===== src/rtl/pc_gen.sv =====
// Fetch-PC generator: owns the fetch PC, issues block requests, hands completed
// blocks to the ibuffer and arbitrates redirect/interrupt/predict targets.
module pc_gen #(
  parameter int ADDR_W      = 48,
  parameter int FETCH_BYTES = 64,
  parameter int INST_BYTES  = 4,
  parameter int INDEX_LO    = 3,
  parameter int INDEX_W     = 19,
  parameter int CNT_W       = 16
) (
  input  logic               i_clock,
  input  logic               i_reset,
  input  logic [ADDR_W-1:0]  i_boot_addr,
  input  logic               i_redirect_valid,
  input  logic [ADDR_W-1:0]  i_redirect_target,
  input  logic               i_interrupt_valid,
  input  logic [ADDR_W-1:0]  i_interrupt_addr,
  input  logic               i_predict_valid,
  input  logic [ADDR_W-1:0]  i_predict_target,
  output logic               o_req_valid,
  output logic [INDEX_W-1:0] o_req_index,
  input  logic               i_req_ready,
  input  logic               i_resp_done,
  output logic               o_fetch_valid,
  output logic [ADDR_W-1:0]  o_fetch_pc,
  input  logic               i_fetch_ack,
  output logic               o_clear_ibuffer,
  output logic               o_cancel_fetch,
  output logic [CNT_W-1:0]   o_redirect_count
);

  localparam logic [ADDR_W-1:0] INST_MASK  = ~ADDR_W'(INST_BYTES - 1);
  localparam logic [ADDR_W-1:0] FETCH_MASK = ~ADDR_W'(FETCH_BYTES - 1);
  localparam logic [ADDR_W-1:0] FETCH_INC  = ADDR_W'(FETCH_BYTES);

  typedef enum logic [2:0] {
    S_BOOT, S_REQ, S_WAIT, S_DRAIN, S_DELIVER, S_NEXT, S_APPLY
  } state_t;

  state_t              r_state, w_next;
  logic [ADDR_W-1:0]   r_pc, w_pc_nxt;
  logic                r_redir_pend, r_pred_pend;
  logic [ADDR_W-1:0]   r_redir_tgt, r_pred_tgt;

  logic                w_redir_live, w_redir_any, w_pred_any, w_pred_block;
  logic [ADDR_W-1:0]   w_redir_tgt, w_pred_tgt, w_seq_pc;
  logic                w_apply, w_clr_late, w_pred_use;

  // Live inputs take precedence over the latches; redirect beats interrupt.
  assign w_redir_live = i_redirect_valid | i_interrupt_valid;
  assign w_redir_any  = w_redir_live | r_redir_pend;
  assign w_redir_tgt  = (i_redirect_valid  ? i_redirect_target :
                         i_interrupt_valid ? i_interrupt_addr  : r_redir_tgt) & INST_MASK;
  assign w_pred_any   = i_predict_valid | r_pred_pend;
  assign w_pred_tgt   = (i_predict_valid ? i_predict_target : r_pred_tgt) & INST_MASK;
  assign w_pred_block = w_redir_any | (r_state == S_DRAIN) | (r_state == S_APPLY);
  assign w_seq_pc     = (r_pc & FETCH_MASK) + FETCH_INC;
  assign o_req_index  = r_pc[INDEX_LO +: INDEX_W];

  always_comb begin
    w_next     = r_state;
    w_pc_nxt   = r_pc;
    w_apply    = 1'b0;
    w_clr_late = 1'b0;
    w_pred_use = 1'b0;
    case (r_state)
      S_BOOT: begin
        w_pc_nxt = i_boot_addr & INST_MASK;
        w_next   = S_REQ;
      end
      S_REQ: begin
        if (i_req_ready) begin
          w_next = w_redir_any ? S_DRAIN : S_WAIT;
        end else if (w_redir_any) begin
          // Not yet accepted: retarget in place, arbiter only samples on ready.
          w_pc_nxt   = w_redir_tgt;
          w_apply    = 1'b1;
          w_clr_late = 1'b1;
        end
      end
      S_WAIT: begin
        if (i_resp_done) w_next = w_redir_any ? S_APPLY : S_DELIVER;
        else if (w_redir_any) w_next = S_DRAIN;
      end
      S_DRAIN: begin
        if (i_resp_done) w_next = S_APPLY;
      end
      S_DELIVER: begin
        if (w_redir_any) w_next = S_APPLY;
        else if (i_fetch_ack) w_next = S_NEXT;
      end
      S_NEXT: begin
        w_next = S_REQ;
        if (w_redir_any) begin
          w_pc_nxt   = w_redir_tgt;
          w_apply    = 1'b1;
          w_clr_late = 1'b1;
        end else if (w_pred_any) begin
          w_pc_nxt   = w_pred_tgt;
          w_pred_use = 1'b1;
        end else begin
          w_pc_nxt = w_seq_pc;
        end
      end
      S_APPLY: begin
        w_pc_nxt = w_redir_tgt;
        w_apply  = 1'b1;
        w_next   = S_REQ;
      end
      default: w_next = S_BOOT;
    endcase
  end

  always_ff @(posedge i_clock) begin
    if (i_reset) begin
      r_state          <= S_BOOT;
      r_pc             <= '0;
      r_redir_pend     <= 1'b0;
      r_redir_tgt      <= '0;
      r_pred_pend      <= 1'b0;
      r_pred_tgt       <= '0;
      o_req_valid      <= 1'b0;
      o_fetch_valid    <= 1'b0;
      o_fetch_pc       <= '0;
      o_clear_ibuffer  <= 1'b0;
      o_cancel_fetch   <= 1'b0;
      o_redirect_count <= '0;
    end else begin
      r_state         <= w_next;
      r_pc            <= w_pc_nxt;
      o_req_valid     <= (w_next == S_REQ);
      o_fetch_valid   <= (w_next == S_DELIVER);
      o_cancel_fetch  <= (w_next == S_DRAIN);
      o_clear_ibuffer <= (w_next == S_APPLY) | w_clr_late;
      if (w_next == S_DELIVER && r_state != S_DELIVER) o_fetch_pc <= r_pc;
      if (w_apply && o_redirect_count != '1) o_redirect_count <= o_redirect_count + CNT_W'(1);
      if (w_apply) begin
        r_redir_pend <= 1'b0;
        r_pred_pend  <= 1'b0;
      end else if (w_redir_live) begin
        r_redir_pend <= 1'b1;
        r_redir_tgt  <= w_redir_tgt;
        r_pred_pend  <= 1'b0;
      end else if (w_pred_use) begin
        r_pred_pend <= 1'b0;
      end else if (i_predict_valid && !w_pred_block) begin
        r_pred_pend <= 1'b1;
        r_pred_tgt  <= i_predict_target;
      end
    end
  end

endmodule


===== config.mk =====
export PLATFORM = sky130hd
export DESIGN_NAME = pc_gen
export DESIGN_NICKNAME = d
export VERILOG_FILES = /design/src/rtl/pc_gen.sv
export SDC_FILE = /design/constraint.sdc
export NUM_CORES = 1
export LEC_CHECK = 0
export ABC_AREA = 1
export BUFFER_PORTS_ARGS = -buffer_cell sky130_fd_sc_hd__buf_2
export CELL_PAD_IN_SITES_DETAIL_PLACEMENT = 0
export CELL_PAD_IN_SITES_GLOBAL_PLACEMENT = 1
export CORE_ASPECT_RATIO = 0.75
export CORE_MARGIN = 2
export CORE_UTILIZATION = 40
export DETAILED_ROUTE_END_ITERATION = 12
export GPL_TIMING_DRIVEN = 0
export PLACE_DENSITY = 0.89
export SLEW_MARGIN = 10
export SYNTH_ARGS = -nofsm -noshare
export SYNTH_HDL_FRONTEND = slang
export SYNTH_SLANG_ARGS = --single-unit

===== constraint.sdc =====
create_clock -name i_clock -period 5.4 [get_ports i_clock]
set_clock_uncertainty 0.2 [all_clocks]
set_input_delay 1.08 -clock i_clock [delete_from_list [all_inputs] [get_ports i_clock]]
set_output_delay 1.08 -clock i_clock [all_outputs]
set_load 0.005 [all_outputs]

==> results.txt <==
placed cell count - 2,501
multi-input logic area - 0.00639 mm^2
Post-Layout Cell Count - 2,548
Comb pwr share - 26.7%
GPL Wtd Cong - 0.954
Simple-Gate Fraction of Synth Area - 31.4%
register area - 0.00418 mm^2
CP max FO - 10
warnings from Yosys - 0
Initial Utilization - 40.4%
Internal Pwr Total - 3.14 mW
die height - 152 um
Yosys reg bits - 209
final period utilization - 61.6%
status - finished clean
Clk pwr share - 33.9%
minimum clock period - 3.33 ns
hold path depth - 2
post-synthesis adder-cell area fraction - 0.215%
synthesized area - 0.0117 mm^2
Setup Crit Path Kind - in2reg
FILL cells - 3,047
Hold Slack - 0.276 ns
number of global-route vias before repair - 13,100
min-delay src - o_fetch_pc[23]
Worst Hold Class - reg2reg
CP startpoint kind - primary input
Tot Pwr - 4.96 mW
crit path capture type - register
VDD IR max - 0.000200 V
Worst slew margin - 30.5%
Setup WS post-layout - 2.07 ns
CTS tree - built
Clock Latency Late Sink - 0.55 ns
Compound-Gate Fraction of Synth Area - 22.8%
Post-Synth XOR/XNOR Area - 0.300%
synth-to-layout area growth - 22.9%
max cap viols - 0
Core Area - 0.0289 mm^2
largest family of logic cells by synthesized area - simple AND/OR/NAND/NOR gates
Die Footprint - 0.0306 mm^2
average footprint of a synthesized cell - 6.37 um^2
IO buf count - 276
Cell variety after synth - 41
WL per Instance - 20.3 um
DR DRC count - 0
IO Pins - 287
setup repair after global routing missed its margin - false
Longest Clk Path Bufs - 3
Max Slew Vio Count - 0
Required @ worst endpoint - 5.67 ns
Flop pwr share - 39.4%
Power per Cell Area - 346 mW/mm^2
Worst-path clk slew - 0.06 ns
ys flop type - dfxtp_1
TritonCTS Buffers - 24
Post-synth EDFFs - 0
post-route ant nets - 0
number of gates resized after CTS - 0
Mapped Cells - 1,832
FFs w/ async S/R, synth - 0%
Iter 0 DRT Violations - 1,470
Seq/Total Area, Yosys - 35.9%
Setup Buffers After CTS - 0
r2r setup slk - 2.29 ns
Total GRT Usage - 32.8%
first-pass detailed-route iteration total - 5
Final Hold Viols - 0
post-synthesis mux area share - 0%
Data arrival, critical path - 3.60 ns
Critical R2R Capture - r_pc[46]
Post-Place Setup Slack - 1.68 ns
leakage - 6.09 nW
share of post-route cells with drive strength above 1 - 18.0%
Sw Ratio - 36.6%
end of the worst hold path - o_fetch_pc[23]
DP HPWL - 41,000 um
setup TNS - 0 ns
Root Driver - clkbuf_16
CTS Hold Bufs - 0
grt ovf - 0
initial antenna violation count - 6
Layout Nets - 2,337
std cell rows - 54
worst reg2reg path startpoint - r_pc[6]
# setup viols final - 0
vias post-DR - 14,200
Worst Max-Slew Pin Slew - 1.04 ns
placed inst area - 0.0135 mm^2
design area - 0.0143 mm^2
R2R depth - 8
H-tree depth - 1
largest net degree at the start of global routing - 14
global-route wire length before repair - 77,300 um
final core utilization - 49.7%
via/cell ratio - 5.56
final wirelength - 51,800 um
Psw - 1.82 mW
fmax - 301 MHz
clock sinks - 209
Die X - 201 um
==> flip-flops by register name, summed over array words and instances (netlist names), 3 cells and up <==
name / flops
o_fetch_pc: 46
r_pc: 46
o_redirect_count: 16
r_redir_tgt: 46
r_state: 3
r_pred_tgt: 46
==> placed cells by master (no fill, tap or decap), drive strengths merged, types with 2 or more instances in the layout <==
cell type,instances
dfxtp,209
a41oi,4
conb,2
clkbuf,109
o21ai,222
a211oi,20
and2,3
o211ai,9
o22ai,13
a31oi,16
a21oi,176
a22oi,3
nand4,13
clkinv,7
o2111ai,4
o31ai,10
nor3b,3
diode,3
xor2,4
or2,6
a221oi,8
nor2,325
nor4,3
ha,2
nor3,65
inv,110
nand2,330
buf,339
nand3,133
==> worst max path at each step <==
stage	start	to	slack [ns]	cells past startpoint
2_1_floorplan	i_interrupt_valid	o_fetch_pc[13]	2.68	13
3_3_place_gp	i_predict_valid	r_pred_tgt[18]	1.71	9
3_5_place_dp	i_interrupt_valid	r_pc[43]	1.68	9
4_1_cts	i_interrupt_valid	r_pc[43]	2.24	9
5_1_grt	i_predict_valid	r_pred_tgt[23]	2.02	9
6_report	i_predict_valid	r_pred_tgt[20]	2.07	9
==> Yosys cell counts (all sizes together) (6+ instances only) <==
| library cell | number | share of area (%) |
|---|---|---|
| o22ai | 13 | 0.70 |
| inv | 108 | 3.5 |
| nand4 | 13 | 0.70 |
| a221oi | 8 | 0.60 |
| nor2 | 325 | 11 |
| a31oi | 16 | 0.86 |
| o31ai | 10 | 0.64 |
| a21oi | 176 | 7.6 |
| clkbuf | 74 | 2.4 |
| o21ai | 222 | 9.6 |
| nand2 | 330 | 11 |
| a211oi | 20 | 1.3 |
| nand3 | 133 | 5.7 |
| nor3 | 65 | 2.8 |
| buf | 63 | 3.4 |
| or2 | 6 | 0.32 |
| o211ai | 9 | 0.58 |
| dfxtp | 209 | 36 |
==> power groups by stage <==
stage,Combinational [mW],Clock (mW),Sequential [mW]
after CTS,1.29,1.69,1.94
after global placement,1.27,0,1.97
after global routing,1.44,1.76,1.97
after floorplan,0.783,0,1.88
final,1.32,1.68,1.95
after detailed placement,1.28,0,1.97
==> area by class of cell <==
| class | instances | area share (%) |
|---|---|---|
| Tap cell | 392 | 3.42 |
| Clock buffer | 35 | 4.97 |
| Inverter | 110 | 2.88 |
| Sequential cell | 209 | 29.2 |
| Clock inverter | 9 | 0.558 |
| Buffer | 137 | 4.72 |
| Antenna cell | 3 | 0.0524 |
| Timing Repair Buffer | 276 | 9.63 |
| Multi-Input combinational cell | 1377 | 44.6 |
==> worst max-delay path: stages <==
cell and delay (ns):
buf_2 0.17, nor2_1 0.80, inv_1 0.30, nand2_1 0.18, nand3_1 0.12, inv_2 0.27
clkbuf_1 0.46, nor2_1 0.09, nor2_1 0.11
==> metal layers <==
metal	wire (um)	global-route usage [%]	up-vias
li1	-	-	6769
met1	23200	47.4	6553
met2	21500	48.9	746
met3	5500	7.14	87
met4	1650	9.84	2
met5	20	0	-
==> kinds of logic (layout without fill, tap and decap cells) <==
family                     after synthesis  in the layout
DFF                                    209            209
AOI/OAI and AO/OA                      488            488
other                                    1              5
buffers and inverters                  247            567
adders and majority gates                2              2
and+or+nand+nor                        881            881
xor gates and xnor gates                 4              4
Note: power is estimated with default switching activity, not from simulation.
